<file path="config.mk">
export PLATFORM = sky130hd
export DESIGN_NAME = iot_event_arbiter
export DESIGN_NICKNAME = d
export VERILOG_FILES = /design/src/rtl/iot_mon_pkg.sv /design/src/rtl/rr_arbiter.sv /design/src/rtl/iot_event_arbiter.sv
export SDC_FILE = /design/constraint.sdc
export NUM_CORES = 1
export LEC_CHECK = 0
export ABC_AREA = 1
export CAP_MARGIN = 20
export CELL_PAD_IN_SITES_DETAIL_PLACEMENT = 1
export CELL_PAD_IN_SITES_GLOBAL_PLACEMENT = 1
export CORE_UTILIZATION = 32
export DETAILED_ROUTE_END_ITERATION = 8
export GPL_ROUTABILITY_DRIVEN = 0
export MAX_ROUTING_LAYER = met4
export PLACE_DENSITY_LB_ADDON = 0.1
export REMOVE_ABC_BUFFERS = 1
export SLEW_MARGIN = 20
export SYNTH_ARGS = -nofsm -noshare
export SYNTH_HDL_FRONTEND = slang
export SYNTH_SLANG_ARGS = --single-unit
</file>
<file path="constraint.sdc">
create_clock -name clk -period 2.1 [get_ports clk]
set_input_delay 0.42 -clock clk [delete_from_list [all_inputs] [get_ports clk]]
set_output_delay 0.42 -clock clk [all_outputs]
set_load 0.02 [all_outputs]
</file>
<file path="src/rtl/iot_mon_pkg.sv">
// rtl/iot_mon_pkg.sv - shared state encoding and default sizes for the IoT event arbiter
package iot_mon_pkg;

    localparam int N_DEV_DEF = 4;
    localparam int CNT_W_DEF = 8;

    typedef enum logic [1:0] {
        IDLE    = 2'd0,
        ISSUE   = 2'd1,
        RECOVER = 2'd2
    } state_t;

endpackage

</file>
<file path="src/rtl/rr_arbiter.sv">
// rtl/rr_arbiter.sv - round-robin requester select, search begins at start and wraps
module rr_arbiter #(
    parameter int N_DEV = 4,
    parameter int IDX_W = 2
) (
    input  logic [N_DEV-1:0] req,
    input  logic [IDX_W-1:0] start,
    output logic [N_DEV-1:0] grant,
    output logic             valid
);

    localparam int IW1 = IDX_W + 1;

    logic [IW1-1:0] idx;

    // One extra index bit lets start+i exceed N_DEV before folding back.
    always_comb begin
        grant = '0;
        valid = 1'b0;
        idx   = '0;
        for (int i = 0; i < N_DEV; i++) begin
            idx = IW1'(start) + IW1'(i);
            if (idx >= IW1'(N_DEV)) begin
                idx = idx - IW1'(N_DEV);
            end
            if (!valid && req[idx[IDX_W-1:0]]) begin
                grant[idx[IDX_W-1:0]] = 1'b1;
                valid                 = 1'b1;
            end
        end
    end

endmodule

</file>
<file path="src/rtl/iot_event_arbiter.sv">
// rtl/iot_event_arbiter.sv - grants one device event at a time and drives the external monitor counter
module iot_event_arbiter
    import iot_mon_pkg::*;
#(
    parameter int N_DEV = N_DEV_DEF,
    parameter int CNT_W = CNT_W_DEF
) (
    input  logic             clk,
    input  logic             rst,
    input  logic [N_DEV-1:0] req,
    input  logic [N_DEV-1:0] dir,
    output logic [N_DEV-1:0] ack,
    output logic [N_DEV-1:0] nack,
    output logic             on_off,
    output logic             change,
    output logic [N_DEV-1:0] active,
    output logic [CNT_W-1:0] active_count
);

    localparam int IDX_W = (N_DEV > 1) ? $clog2(N_DEV) : 1;
    localparam logic [CNT_W-1:0] CNT_MAX = '1;

    state_t           state;
    state_t           state_nxt;
    logic [IDX_W-1:0] ptr;
    logic [IDX_W-1:0] ptr_nxt;
    logic [IDX_W-1:0] g_idx;
    logic             g_dir;
    logic [N_DEV-1:0] arb_grant;
    logic             arb_valid;
    logic [IDX_W-1:0] arb_idx;
    logic             ev_valid;

    rr_arbiter #(
        .N_DEV (N_DEV),
        .IDX_W (IDX_W)
    ) u_rr_arbiter (
        .req   (req),
        .start (ptr),
        .grant (arb_grant),
        .valid (arb_valid)
    );

    always_comb begin
        arb_idx = '0;
        for (int i = 0; i < N_DEV; i++) begin
            if (arb_grant[i]) begin
                arb_idx = IDX_W'(i);
            end
        end
    end

    // ptr holds the first device to consider, i.e. one past the last grant.
    assign ptr_nxt = (arb_idx == IDX_W'(N_DEV - 1)) ? '0 : arb_idx + 1'b1;

    // A connect is refused when already connected or the count is saturated.
    assign ev_valid = g_dir ? (!active[g_idx] && (active_count != CNT_MAX))
                            : active[g_idx];

    always_comb begin
        state_nxt = state;
        ack       = '0;
        nack      = '0;
        on_off    = 1'b0;
        change    = 1'b1;
        case (state)
            IDLE: begin
                if (arb_valid) begin
                    state_nxt = ISSUE;
                end
            end
            ISSUE: begin
                state_nxt = RECOVER;
                // A reset landing on the issue cycle aborts the event outright.
                if (!rst) begin
                    if (ev_valid) begin
                        on_off     = 1'b1;
                        change     = g_dir;
                        ack[g_idx] = 1'b1;
                    end else begin
                        nack[g_idx] = 1'b1;
                    end
                end
            end
            RECOVER: begin
                state_nxt = IDLE;
            end
            default: begin
                state_nxt = IDLE;
            end
        endcase
    end

    always_ff @(posedge clk) begin
        if (rst) begin
            state        <= IDLE;
            ptr          <= '0;
            g_idx        <= '0;
            g_dir        <= 1'b0;
            active       <= '0;
            active_count <= '0;
        end else begin
            state <= state_nxt;
            if (state == IDLE && arb_valid) begin
                g_idx <= arb_idx;
                g_dir <= dir[arb_idx];
                ptr   <= ptr_nxt;
            end
            if (state == ISSUE && ev_valid) begin
                active[g_idx] <= g_dir;
                active_count  <= g_dir ? active_count + 1'b1 : active_count - 1'b1;
            end
        end
    end

endmodule

</file>
==> impl_results.md <==
- Status: complete, but fails checks
- Failing checks: negative setup slack
- Fin cells: about 400
- Post-synthesis compound-gate area fraction: 0.106
- Largest net degree at the start of global routing: 12
- Inserted Diodes: 0
- Minimum clock period: between 2 and 2.5 ns
- Worst skew pair latency: ~0.26 ns
- Initial antenna violation count: 0
- Pre-antenna DRT Iters: 6
- Finish-stage setup viols: 10
- R2R depth: 13
- Initial DRC Count: 39
- Starting Density: 0.336
- Seq/Total Area, Yosys: 0.236
- Routed vias: 1868
- Post-synth cell types: 30
- GRT Util Overall: 0.207
- Mux contribution to synthesized area: 0
- PortBufs: 31
- Site Rows: 25
- Worst R2R Setup Slack: ~0.090 ns
- R2r startpoint: ptr[0]
- First-pass GRT wire length: between 8000 and 9000 µm
- Post-route design area: 2550 µm²
- Hold Fails Final Rpt: 0
- Core box area: approximately 4800 µm²
- Static Leakage: 1.28 nW
- Largest family of logic cells by synthesized area: simple AND/OR/NAND/NOR gates
- Worst path cell trace: inv_2 -> nand2_2 -> o22ai_4 -> a211oi_2 -> or2_4 -> nand2_4 -> inv_1 -> nand2_2 -> nor3_1 -> buf_4
- Slowest stage delay, CP: around 0.38 ns
- Slew Limit Fails: 0
- Synthesized flop and latch total: 19
- Clk buf depth: 2
- CP endpoint kind: output pin
- Simple-gate share of the synthesized area: 0.392
- Post-route ant nets: 0
- Syn Inst Count: about 250
- Remaining global-route overflow: 0
- Die width: between 70 and 80 µm
- # fillers: approximately 630
- Area contributors post-synth: dfxtp_1 24%, nand2_1 14%, ha_1 10%
- Worst hold path class: reg -> reg
- Synth top area share: 0.236
- Detail Placement HPWL: between 3000 and 4000 µm
- Maximum vdd ir drop: around 0.52 mV
- Post-Route Skew: approximately 0.011 ns
- Routed len/inst: approximately 13 µm
- Period Utilization, post-route: 1.09
- Relative slew slack: 0.802
- DRC: 0
- Final worst setup slack: -0.188 ns
- Ratio of cells with drive above 1 in the final layout: 0.377
- Power density over cell area: approximately 1300 nW/µm²
- Ports: 32
- Family with the most delay on the worst path: simple AND/OR/NAND/NOR gates
- Slew @ Worst Pin: 0.296 ns
- Arr. time, crit path: 1.87 ns
- CP Capture Point: nack[2]
- Worst slack at placement: -0.484 ns
- Final Util: 0.533
- TritonCTS clock tree: done
- RSZ-0062 raised after global routing: true
- Post-Synth Adder-Cell Area: 0.113
- Synth warn: 0
- Cell mode on critical path: nand2_2
- Height of the die: between 70 and 80 µm
- H-tree depth: 1
- Final #Nets: around 360
- Routed wire length: 5110 µm
- Syn_area_per_cell: about 6.4 µm²
- Worst-path clk slew: around 0.080 ns
- Tot Pwr: approximately 3.3 mW
- Via-to-Cell Ratio: around 4.7
- Largest area contributor in the netlist: dfxtp_1
- Cts hold-fix bufs: 0
- Setup CP Type: reg -> out
- Root Buffer: clkbuf_8
- CTS buffer count: 3
- Worst setup path start: g_idx[1]
- Min-Delay Path Depth: 2
- Vias in the first global route: about 1900
- Setup crit start kind: flop
- Req. time, crit path: between 1.5 and 2 ns
- Worst-path fanout max: 4
- Fmax: 0.437 GHz
- P&R area growth vs syn: 58.4%
- Num Clock Sinks: 19
- CP max stage cell: dfxtp_4
- Crit path depth: 10
- Dpl cells: a little under 400
- Synthesized area: 1610 µm²
- Die ar.: roughly 5300 µm²
- Reg-to-reg endpoint: g_dir
- Buffers plus inverters on the worst setup path: 3
- Placed Area: around 2300 µm²
- Max cap viols: 0
- XOR/XNOR share of the synthesized area: 0.0381
==> cell usage in the layout, fill, tap and decap left out, drive strengths merged <==
| master | Yosys | routed |
|---|---|---|
| inv | 43 | 43 |
| xnor2 | 3 | 3 |
| o22ai | 2 | 2 |
| dlygate4sd2 | 0 | 4 |
| dfxtp | 19 | 19 |
| ha | 13 | 13 |
| clkinv | 1 | 2 |
| clkdlybuf4s50 | 0 | 17 |
| nor2 | 34 | 34 |
| nand4 | 4 | 4 |
| clkbuf | 2 | 3 |
| a211oi | 1 | 1 |
| or2 | 4 | 4 |
| nor3 | 2 | 2 |
| xor2 | 4 | 4 |
| o211ai | 4 | 4 |
| o21ai | 8 | 8 |
| fa | 1 | 1 |
| a21oi | 15 | 15 |
| a31oi | 1 | 1 |
| nand3 | 23 | 23 |
| buf | 1 | 59 |
| nand2 | 66 | 66 |
==> cells by family (layout without fill, tap and decap cells) <==
| kind of cell | count (synthesis) | after routing |
|---|---|---|
| flops | 19 | 19 |
| compound gates | 31 | 31 |
| simple gates | 133 | 133 |
| fa+ha+maj | 14 | 14 |
| buf+inv | 47 | 128 |
| xor+xnor | 7 | 7 |
==> synthesized netlist by cell type <==
library cell	number
nand2_4	3
inv_2	3
nor2_4	2
or2_0	1
nand3_2	4
nor2_1	29
or2_1	1
a211oi_1	1
buf_6	1
clkbuf_1	2
nor3_1	2
xor2_1	4
a21oi_1	15
clkinv_1	1
inv_1	40
o21ai_0	8
nand2_1	58
or2_4	1
nand4_1	4
nand2_2	5
ha_1	13
dfxtp_1	19
or2_2	1
o22ai_1	2
fa_1	1
o211ai_1	4
xnor2_1	3
a31oi_1	1
nand3_1	19
nor2_2	3
==> per-stage QoR <==
step / hold WS, ns / setup TNS (ns)
floorplan: 0.487 / -0.298
global placement: 0.475 / -4.58
detailed placement: 0.476 / -5.48
CTS: 0.506 / -1.86
global route: 0.563 / -2.21
finish: 0.536 / -1.42
==> tightest hold or removal path, stage by stage, from the launching register on <==
cell and delay [ns]:
dfxtp_1 0.31, inv_1 0.11, a21oi_1 0.08
==> worst min path at each step <==
stage                         start        end  slack [ns]
after floorplan                 rst     ptr[0]        0.49
after global placement    active[0]  active[0]        0.48
after detailed placement  active[1]  active[1]        0.48
after CTS                 active[1]  active[1]        0.51
after global routing      active[1]  active[1]        0.56
final                     active[1]  active[1]        0.54
==> timing repair <==
item | in CTS | in global routing
resized for setup | 78 | 35
pin swaps | 11 | 21
setup endpoints to repair | 13 | 14
gates cloned | 0 | 0
setup buffers | 2 | 3
hold endpoints to repair | 0 | 0
==> final cells by class <==
type | count | area [µm²] | share of cell area
Multi-Input combinational cell | 185 | 1190 | 0.468
Timing Repair Buffer | 80 | 663 | 0.260
Sequential cell | 19 | 392 | 0.154
Inverter | 44 | 173 | 0.0677
Tap cell | 67 | 83.8 | 0.0329
Clock buffer | 3 | 41.3 | 0.0162
Clock inverter | 1 | 5.00 | 0.00196
==> metal layers <==
metal | global-route usage | up-vias | wire length, µm
met5 | - | - | 0
met4 | 0.0414 | 0 | 43
met3 | 0.0345 | 4 | 143
met2 | 0.350 | 28 | 2530
met1 | 0.260 | 878 | 2390
li1 | - | 958 | -
==> report_power, final <==
group | internal, mW | switching [mW]
clock | 0.132 | 0.136
sequential | 0.461 | 0.0665
combinational | 1.13 | 1.36
==> registers in the layout, summed over array words and instances (netlist names) <==
name / cells
active: 4
ptr: 2
g_idx: 2
state: 2
active_count: 8
g_dir: 1
Power figures use the tool's default switching activity.
